File: config.mk
export PLATFORM = sky130hd
export DESIGN_NAME = multicycle_control
export DESIGN_NICKNAME = d
export VERILOG_FILES = /design/src/rtl/ctrl_pkg.sv /design/src/rtl/multicycle_control_alu_decoder.sv /design/src/rtl/multicycle_control.sv
export SDC_FILE = /design/constraint.sdc
export NUM_CORES = 1
export LEC_CHECK = 0
export CAP_MARGIN = 20
export CELL_PAD_IN_SITES_DETAIL_PLACEMENT = 1
export CELL_PAD_IN_SITES_GLOBAL_PLACEMENT = 2
export CORE_MARGIN = 2
export CORE_UTILIZATION = 19
export DETAILED_ROUTE_END_ITERATION = 10
export HOLD_SLACK_MARGIN = 0.06
export PLACE_DENSITY = 0.73
export SLEW_MARGIN = 20
export SYNTH_ARGS = -nofsm -noshare
export SYNTH_HDL_FRONTEND = slang
export SYNTH_HIERARCHICAL = 1
export SYNTH_SLANG_ARGS = --single-unit
File: constraint.sdc
create_clock -name clk -period 4.2 [get_ports clk]
set_clock_uncertainty 0.2 [all_clocks]
set_input_delay 1.26 -clock clk [delete_from_list [all_inputs] [get_ports clk]]
set_output_delay 1.26 -clock clk [all_outputs]
set_load 0.01 [all_outputs]
File: src/rtl/ctrl_pkg.sv
// Shared encodings for the multicycle RV32I control unit: FSM states, opcodes,
// ALU operations, immediate formats and datapath mux selects.
package ctrl_pkg;

  typedef enum logic [3:0] {
    S_FETCH, S_DECODE, S_MEMADR, S_MEMREAD, S_MEMWB, S_MEMWRITE, S_EXEC_R,
    S_EXEC_I, S_ALUWB, S_BRANCH, S_JALR, S_JAL, S_LUI, S_AUIPC, S_TRAP
  } state_t;

  typedef enum logic [1:0] {OPC_R, OPC_I, OPC_BR, OPC_OTHER} op_class_t;

  localparam logic [6:0] OP_LOAD   = 7'b0000011;
  localparam logic [6:0] OP_STORE  = 7'b0100011;
  localparam logic [6:0] OP_R      = 7'b0110011;
  localparam logic [6:0] OP_IMM    = 7'b0010011;
  localparam logic [6:0] OP_BRANCH = 7'b1100011;
  localparam logic [6:0] OP_JAL    = 7'b1101111;
  localparam logic [6:0] OP_JALR   = 7'b1100111;
  localparam logic [6:0] OP_LUI    = 7'b0110111;
  localparam logic [6:0] OP_AUIPC  = 7'b0010111;

  localparam logic [2:0] ALU_ADD = 3'd0, ALU_SUB = 3'd1, ALU_AND = 3'd2, ALU_OR = 3'd3;
  localparam logic [2:0] ALU_XOR = 3'd4, ALU_SLT = 3'd5, ALU_SLTU = 3'd6, ALU_PASS_B = 3'd7;

  localparam logic [2:0] IMM_I = 3'd0, IMM_S = 3'd1, IMM_B = 3'd2, IMM_J = 3'd3, IMM_U = 3'd4;

  localparam logic [1:0] RES_ALUOUT = 2'd0, RES_DMEM = 2'd1, RES_ALURES = 2'd2;
  localparam logic [1:0] SRCA_PC = 2'd0, SRCA_OLDPC = 2'd1, SRCA_RS1 = 2'd2;
  localparam logic [1:0] SRCB_RS2 = 2'd0, SRCB_IMM = 2'd1, SRCB_FOUR = 2'd2;

  function automatic op_class_t get_op_class(input logic [6:0] op);
    case (op)
      OP_R:      return OPC_R;
      OP_IMM:    return OPC_I;
      OP_BRANCH: return OPC_BR;
      default:   return OPC_OTHER;
    endcase
  endfunction

endpackage

File: src/rtl/multicycle_control_alu_decoder.sv
// Combinational ALU decoder: funct3/funct7[5] and op class to ALU operation,
// branch-taken polarity and unsupported-encoding flag.
module alu_decoder
  import ctrl_pkg::*;
(
  input  logic [2:0] funct3,
  input  logic       funct7_5,
  input  op_class_t  op_class,
  output logic [2:0] alu_control,
  output logic       br_on_zero,
  output logic       illegal
);

  always_comb begin
    alu_control = ALU_ADD;
    br_on_zero  = 1'b0;
    illegal     = 1'b0;
    case (op_class)
      OPC_R, OPC_I: begin
        case (funct3)
          3'b000:  alu_control = (op_class == OPC_R && funct7_5) ? ALU_SUB : ALU_ADD;
          3'b010:  alu_control = ALU_SLT;
          3'b011:  alu_control = ALU_SLTU;
          3'b100:  alu_control = ALU_XOR;
          3'b110:  alu_control = ALU_OR;
          3'b111:  alu_control = ALU_AND;
          default: illegal = 1'b1;  // shifts have no ALU support
        endcase
      end
      OPC_BR: begin
        case (funct3)
          3'b000:  begin alu_control = ALU_SUB;  br_on_zero = 1'b1; end
          3'b001:  alu_control = ALU_SUB;
          3'b100:  alu_control = ALU_SLT;
          3'b101:  begin alu_control = ALU_SLT;  br_on_zero = 1'b1; end
          3'b110:  alu_control = ALU_SLTU;
          3'b111:  begin alu_control = ALU_SLTU; br_on_zero = 1'b1; end
          default: illegal = 1'b1;
        endcase
      end
      default: ;
    endcase
  end

endmodule

File: src/rtl/multicycle_control.sv
// Multicycle RV32I main control FSM; traps on unsupported encodings.
// Optional perf counters (cycle_count, instret_count) under MULTICYCLE_CTRL_PERF_EN.
module multicycle_control
  import ctrl_pkg::*;
#(
  parameter state_t RESET_STATE = S_FETCH
) (
  input  logic       clk,
  input  logic       reset,
  input  logic [6:0] op_code,
  input  logic [2:0] funct3,
  input  logic [6:0] funct7,
  input  logic       Zero,
  output logic       adr_src,
  output logic       mem_write,
  output logic       IR_write,
  output logic       reg_write,
  output logic       PC_write,
  output logic [1:0] result_src,
  output logic [1:0] alu_src_a,
  output logic [1:0] alu_src_b,
  output logic [2:0] imm_src,
  output logic [2:0] alu_control,
  output logic       illegal
`ifdef MULTICYCLE_CTRL_PERF_EN
  ,
  output logic [31:0] cycle_count,
  output logic [31:0] instret_count
`endif
);

  state_t     state_q, state_d;
  op_class_t  op_class;
  logic [2:0] dec_alu;
  logic       dec_br_on_zero, dec_illegal, f7_bad;

  assign op_class = get_op_class(op_code);
  assign f7_bad   = (op_class == OPC_R) && ((funct7 & 7'b1011111) != 7'd0);

  alu_decoder u_alu_decoder (
    .funct3      (funct3),
    .funct7_5    (funct7[5]),
    .op_class    (op_class),
    .alu_control (dec_alu),
    .br_on_zero  (dec_br_on_zero),
    .illegal     (dec_illegal)
  );

  always_comb begin
    state_d     = state_q;
    adr_src     = 1'b0;
    mem_write   = 1'b0;
    IR_write    = 1'b0;
    reg_write   = 1'b0;
    PC_write    = 1'b0;
    result_src  = RES_ALUOUT;
    alu_src_a   = SRCA_PC;
    alu_src_b   = SRCB_RS2;
    imm_src     = IMM_I;
    alu_control = ALU_ADD;
    illegal     = 1'b0;
    case (state_q)
      S_FETCH: begin
        IR_write = 1'b1; PC_write = 1'b1;
        alu_src_b = SRCB_FOUR; result_src = RES_ALURES;
        state_d = S_DECODE;
      end
      S_DECODE: begin
        // ALU_out latches old_PC + B-immediate as the branch target
        alu_src_a = SRCA_OLDPC; alu_src_b = SRCB_IMM; imm_src = IMM_B;
        case (op_code)
          OP_LOAD, OP_STORE: state_d = S_MEMADR;
          OP_R:      state_d = S_EXEC_R;
          OP_IMM:    state_d = S_EXEC_I;
          OP_BRANCH: state_d = S_BRANCH;
          OP_JAL:    state_d = S_JAL;
          OP_JALR:   state_d = S_JALR;
          OP_LUI:    state_d = S_LUI;
          OP_AUIPC:  state_d = S_AUIPC;
          default:   state_d = S_TRAP;
        endcase
        if (dec_illegal || f7_bad) state_d = S_TRAP;
      end
      S_MEMADR: begin
        alu_src_a = SRCA_RS1; alu_src_b = SRCB_IMM;
        imm_src = (op_code == OP_STORE) ? IMM_S : IMM_I;
        state_d = (op_code == OP_STORE) ? S_MEMWRITE : S_MEMREAD;
      end
      S_MEMREAD:  begin adr_src = 1'b1; state_d = S_MEMWB; end
      S_MEMWB:    begin result_src = RES_DMEM; reg_write = 1'b1; state_d = S_FETCH; end
      S_MEMWRITE: begin adr_src = 1'b1; mem_write = 1'b1; state_d = S_FETCH; end
      S_EXEC_R: begin
        alu_src_a = SRCA_RS1; alu_control = dec_alu; state_d = S_ALUWB;
      end
      S_EXEC_I: begin
        alu_src_a = SRCA_RS1; alu_src_b = SRCB_IMM; alu_control = dec_alu;
        state_d = S_ALUWB;
      end
      S_ALUWB: begin reg_write = 1'b1; state_d = S_FETCH; end
      S_BRANCH: begin
        alu_src_a = SRCA_RS1; alu_control = dec_alu;
        PC_write = (Zero == dec_br_on_zero);
        state_d = S_FETCH;
      end
      S_JALR: begin
        alu_src_a = SRCA_RS1; alu_src_b = SRCB_IMM; state_d = S_JAL;
      end
      S_JAL: begin
        alu_src_a = SRCA_OLDPC; alu_src_b = SRCB_FOUR; PC_write = 1'b1;
        state_d = S_ALUWB;
      end
      S_LUI: begin
        alu_src_b = SRCB_IMM; imm_src = IMM_U; alu_control = ALU_PASS_B;
        state_d = S_ALUWB;
      end
      S_AUIPC: begin
        alu_src_a = SRCA_OLDPC; alu_src_b = SRCB_IMM; imm_src = IMM_U;
        state_d = S_ALUWB;
      end
      S_TRAP:  illegal = 1'b1;
      default: state_d = S_TRAP;
    endcase
    if (!reset) begin
      mem_write = 1'b0; IR_write = 1'b0; reg_write = 1'b0; PC_write = 1'b0;
      illegal   = 1'b0;
    end
  end

  always_ff @(posedge clk) begin
    if (!reset) state_q <= RESET_STATE;
    else        state_q <= state_d;
  end

`ifdef MULTICYCLE_CTRL_PERF_EN
  logic [31:0] cycle_q, cycle_d, instret_q, instret_d;

  always_comb begin
    cycle_d   = cycle_q + 32'd1;
    instret_d = instret_q + {31'd0, state_d == S_FETCH};
  end

  always_ff @(posedge clk) begin
    if (!reset) begin
      cycle_q   <= '0;
      instret_q <= '0;
    end else begin
      cycle_q   <= cycle_d;
      instret_q <= instret_d;
    end
  end

  assign cycle_count   = cycle_q;
  assign instret_count = instret_q;
`endif

endmodule

==> results.toml, run 1 <==
[outcome]
status = "completed"

[detailed_routing]
drc = 0
wl_per_cell_um = 13.2
ant_nets = 0
via_per_inst = 4.93
dr.pass1.iters = 3
wl_mm = 2.77
dr.first_iter.drc_count = 34
dr_total_vias = 1035

[grt]
grt_pass1_vias = 1123
overflow = 0
antenna_found_initial = 0
gr-usage-all-layers_pct = 13.3
grt_pass1_wl_mm = 4.69
grt_max_degree = 19

[yosys]
synth_top_family_by_area = "simple AND/OR/NAND/NOR gates"
synth_xor_area_share_pct = 4.70
ys_types = 41
ys_seq_area_share_pct = 10.7
yosys_most_used_dff = "dfxtp_1"
async_flop_share_pct = 0
ys_warn_count = 6
syn_area_um2 = 746
synth_edf_count = 0
yosys.area_share.adder_pct = 0
syn_inst = 113
synth_compound_area_share_pct = 29.5
synth-simple-area-share_pct = 46.1
synth_nets = 133
syn_avg_cell_area_um2 = 6.60
synthMuxAreaShare_pct = 1.51
ys_ff_latch = 4

[sta]
worst_pin_slew_ps = 571
min_period_ps = 4100
finalMaxSlewViolations = 0
hold_viol_final = 0
layout_setup_ws_ps = 105
min_period_over_period_pct = 97.5
fmax_mhz = 244
slew_headroom_pct = 61.9
setup_viol = 0

[clocking]
cts_buffer_depth = 2
cts_buffers = 3
clk_pin_slew_worst_paths_ps = 30
htree_levels = 1
root_buffer = "clkbuf_8"
clk_latency_ps = 210
cts_sinks = 4
cts_tree = "built"

[finish]
final_nets = 184
largest_reg_flops = 4
regMostFlops = "state_q"
fillCellCount = 485
antenna_cells = 0
reg_top3 = "state_q: 4 flops"
fin_util_pct = 36.2
drive_gt1_share_pct = 29.6
area_delta_synth_final_pct = 80.4

[die]
rows = 22
core_um2 = 3720
die-area_um2 = 4440
initial_utilization_pct = 20.1
io_pins = 38
die_x_um = 66.7
die_h_um = 66.7

[critical_path]
criticalPathCategory = "primary input to primary output"
reg2reg_depth = 4
required_ps = 2740
critPathCaptureType = "primary output"
path_max_fanout = 7
worstPathArrival_ps = 2640
crit_path_start_kind = "primary input"

[place]
finalWeightedCongestion = 0.798
place_ws_ps = -829
port_buffers = 37
dp_hpwl_mm = 2.18

[min_path]
hold_depth = 2
hp-class = "register to register"

[job]
maxCapViolations = 0

[power_and_ir_drop]
power_density_nw_per_um2 = 468
p_leak_nw = 0.536
irDropWorstVdd_mv = 0.315
## timing repair
item                       in CTS  in global routing
pin swaps                       8                  6
setup endpoints to repair       6                  5
setup buffers                   2                  1
hold buffers                    0                  0
gates cloned                    0                  0
resized for setup              50                 17
## kinds of logic (layout without fill, tap and decap cells)
kind of cell	count (synthesis)	after routing
compound gates	34	34
xor+xnor	4	4
buf+inv	11	60
flops	4	4
mux	1	1
simple gates	59	59
## final cells by class
cell class | instances | area (um2) | area share, %
clock buffers | 3 | 41.3 | 3.07
inverters | 3 | 11.3 | 0.837
multi-input cells | 98 | 697 | 51.8
flip-flops and latches | 4 | 80.1 | 5.95
well taps | 48 | 60.1 | 4.47
repair buffers | 54 | 455 | 33.9
## stage by stage
step	setup TNS (ps)	instance area [um2]	power [W]	hold WS [ps]	cells
after floorplan	0	746	0.000340	397	113
final	0	1350	0.000630	621	210
after global routing	-5.30	1350	0.000687	657	210
after global placement	-3290	1240	0.000557	607	205
after CTS	-17.5	1340	0.000638	619	210
after detailed placement	-3580	1240	0.000560	613	205
## per-layer routing
layer	global-route usage, %	part of all wire [%]	wire, um	vias up
li1	-	-	-	520
met5	0	0	0	-
met2	23.8	51	1410	17
met3	1.18	3.0	84	0
met1	16.5	46	1280	498
met4	4.34	0	0	0
## worst max-delay path, cell delays in order
cell and delay (ps):
clkdlybuf4s50_1 490, buf_4 150, and3_1 190, clkdlybuf4s50_1 540
## final timing paths
kind	startpoint	endpoint	slack [ps]
max	reset	IR_write	100
max reg2reg	state_q[0]$_SDFFE_PN0P_	state_q[0]$_SDFFE_PN0P_	2350
min	state_q[2]$_SDFFE_PN0P_	state_q[1]$_SDFFE_PN0P_	620
min reg2reg	state_q[2]$_SDFFE_PN0P_	state_q[1]$_SDFFE_PN0P_	620
## cell usage in the layout (no fill, tap or decap), types with 4 or more instances in the layout
cell type / synthesis / routed
a21oi_1: 13 / 12
buf_2: 4 / 4
buf_4: 0 / 19
clkbuf_2: 1 / 4
clkdlybuf4s50_1: 0 / 21
dfxtp_1: 4 / 4
nand2_1: 12 / 10
nor2_1: 9 / 7
nor2b_1: 7 / 6
nor4_1: 4 / 4
o21ai_1: 1 / 4
## report_power, final
group	leakage, nW	internal, W	switching (W)
registers	0.0330	0.0000556	0.0000683
logic	0.482	0.000229	0.000198
clock network	0.0216	0.0000609	0.0000180
total	0.536	0.000345	0.000285
## cells in the mapped netlist, types with 3 or more instances
cell type	number	area share [%]
dfxtp_1	4	11
nor2_1	9	4.5
nor2b_1	7	5.9
inv_1	3	1.5
nand2b_1	4	3.4
nor4_1	4	3.4
o21ai_0	6	4.0
xnor2_1	3	3.5
nor3_1	4	2.7
buf_2	4	2.7
nand2_1	12	6.0
a21oi_1	13	8.7
nand3_1	3	2.0
(Power assumes the default switching activity.)
==> inputs of run 2 (changes only) <==
--- a/config.mk
+++ b/config.mk
@@ -9,12 +9,12 @@
 export CELL_PAD_IN_SITES_DETAIL_PLACEMENT = 1
 export CELL_PAD_IN_SITES_GLOBAL_PLACEMENT = 2
 export CORE_MARGIN = 2
-export CORE_UTILIZATION = 19
+export CORE_UTILIZATION = 32
 export DETAILED_ROUTE_END_ITERATION = 10
+export DONT_BUFFER_PORTS = 1
 export HOLD_SLACK_MARGIN = 0.06
-export PLACE_DENSITY = 0.73
+export PLACE_DENSITY = 0.74
 export SLEW_MARGIN = 20
 export SYNTH_ARGS = -nofsm -noshare
 export SYNTH_HDL_FRONTEND = slang
-export SYNTH_HIERARCHICAL = 1
 export SYNTH_SLANG_ARGS = --single-unit
==> results.toml, run 2 <==
[finish]
regMostFlops = "state_q"
layout_commonest_cell = "o21ai_0"
final_cell_mix = "9 x o21ai_0, 8 x nor3_1, 8 x nor2_1, 8 x nand2_1"
largest_reg_flops = 4
design_area_um2 = 828
drive_gt1_share_pct = 14.7
antenna_cells = 0
final_nets = 131
fillCellCount = 315
multiInputGateArea_um2 = 673
reg_top3 = "state_q: 4 flops"
final_cells = 139
area_delta_synth_final_pct = 1.38
regArea_um2 = 80.1

[critical_path]
rr_endpoint = "state_q[3]$_SDFFE_PN0P_"
critPathCaptureType = "primary output"
required_ps = 2740
criticalPathCategory = "primary input to primary output"
worstReg2RegStart = "state_q[0]$_SDFFE_PN0P_"
rrSetupSlack_ps = 2340
reg2reg_depth = 4
crit_path_start_kind = "primary input"
worstPathArrival_ps = 2600
path_max_fanout = 7

[grt]
antenna_found_initial = 0
grt_pass1_wl_mm = 3.75
grt_max_degree = 22
overflow = 0
gr-usage-all-layers_pct = 16.9
grt_pass1_vias = 773

[clocking]
post_cts_resized = 0
htree_levels = 1
cts_sinks = 4
cts_buffers = 3
cts_tree = "built"
cts_hold_buf = 0
clk_latency_ps = 230
cts_setup_buffers = 0
clk_pin_slew_worst_paths_ps = 40
root_buffer = "clkbuf_4"
cts_buffer_depth = 2

[min_path]
hold_depth = 2
hp-class = "register to register"
min-delay-start = "state_q[1]$_SDFFE_PN0P_"
holdPathEnd = "state_q[1]$_SDFFE_PN0P_"

[place]
port_buffers = 0
dp_hpwl_mm = 1.84
dp_cells = 136
finalWeightedCongestion = 0.806
placed_cell_area_um2 = 806

[detailed_routing]
wl_met1_mm = 1.12
wl_per_cell_um = 17.1
via_per_inst = 6.29
wl_met2_mm = 1.15
wl_mm = 2.38
dr.first_iter.drc_count = 7
ant_nets = 0
highest-signal-layer = "met3"
dr.pass1.iters = 4
wl_met3_um = 105
drc = 0
dr_total_vias = 874

[yosys]
ys_types = 49
syn_inst = 114
async_flop_share_pct = 0
syn_avg_cell_area_um2 = 7.17
ys_top_cells_by_area = "dfxtp_1 9.8%, o21ai_0 5.5%, nor3_1 4.9%"
yosys_most_used_dff = "dfxtp_1"
synth_nets = 134
ys_seq_area_share_pct = 9.80
synth_most_common_cell = "o21ai_0"
ys_warn_count = 0
synth_top_area_share_pct = 9.80
synth_area_leader_cell = "dfxtp_1"
netlist_top_cells_count = "9 x o21ai_0, 8 x nand2_1, 8 x nor2_1, 8 x nor3_1"
ys_ff_latch = 4
syn_area_um2 = 817
synth_edf_count = 0

[sta]
hold_viol_final = 0
rsz0062_at_grt = "false"
setup_viol = 0
finalMaxSlewViolations = 0
min_period_over_period_pct = 96.6
fmax_mhz = 246
setup_tns_ps = 0
slew_headroom_pct = 54.1
min_period_ps = 4060
worst_pin_slew_ps = 687

[power_and_ir_drop]
irDropWorstVdd_mv = 0.217
p_leak_nw = 0.266
power_density_nw_per_um2 = 554

[job]
maxCapViolations = 0

[die]
die-area_um2 = 2970
core_um2 = 2450
io_pins = 38
initial_utilization_pct = 33.3
rows = 18
die_x_um = 54.5
die_h_um = 54.5

[outcome]
status = "completed"
==> run 2: cell count changes in the layout (fill, tap and decap cells not counted), moves of 4 or more <==
| cell | delta |
|---|---|
| nor2b_1 | -4 |
| o21ai_0 | +6 |
| clkdlybuf4s50_1 | -21 |
| clkbuf_2 | -4 |
| a21oi_1 | -7 |
| o21ai_1 | -4 |
| buf_4 | -19 |
| nor3_1 | +6 |
| buf_2 | -4 |
==> run 2: per-layer routing <==
layer  global-route usage [%]  vias up
li1                         -      421
met3                     2.19        0
met4                     3.75        0
met1                     23.5      431
met5                        0        -
met2                     27.5       22
==> run 2: final cells by class <==
| type | instances | area share [%] |
|---|---|---|
| clock buffer | 3 | 2.72 |
| inverter | 4 | 1.81 |
| multi-input combinational | 98 | 81.3 |
| sequential | 4 | 9.67 |
| tap | 30 | 4.53 |
==> run 2: where the power goes <==
group          leakage [nW]   total, W  internal [W]  switching (W)
sequential           0.0330   0.000138     0.0000558      0.0000821
combinational         0.220   0.000274      0.000113       0.000161
clock                0.0138  0.0000476     0.0000320      0.0000156
==> run 2: worst max path at each step <==
| stage | from | endpoint | slack, ps | cells after the start |
|---|---|---|---|---|
| after floorplan | funct3[1] | PC_write | 140 | 5 |
| after global placement | funct3[2] | PC_write | 140 | 4 |
| after detailed placement | funct3[2] | PC_write | 130 | 4 |
| after CTS | funct3[2] | PC_write | 120 | 4 |
| after global routing | funct3[2] | PC_write | 100 | 4 |
| final | funct3[2] | PC_write | 140 | 4 |
==> run 2: metrics by stage <==
stage	total power, W	hold WS (ps)	setup WS (ps)	util [%]
2_1_floorplan	0.000375	483	142	-
3_3_place_gp	0.000406	579	138	32.8
3_5_place_dp	0.000416	593	133	32.8
4_1_cts	0.000465	600	121	33.7
5_1_grt	0.000509	673	104	33.7
6_report	0.000459	600	141	33.7
==> run 2: worst max-delay path: stages <==
cell	delay, ps
or3_1	390
a211oi_2	240
mux2_1	350
nor4b_2	360
==> run 2: cells by family (layout without fill, tap and decap cells) <==
logic type / count (synthesis) / count (layout) / synth area share (%)
xor gates and xnor gates: 3 / 3 / 3.22
muxes: 2 / 2 / 2.60
DFF: 4 / 4 / 9.80
and+or+nand+nor: 61 / 61 / 50.4
AOI/OAI and AO/OA: 32 / 32 / 26.2
buffers and inverters: 12 / 7 / 7.81
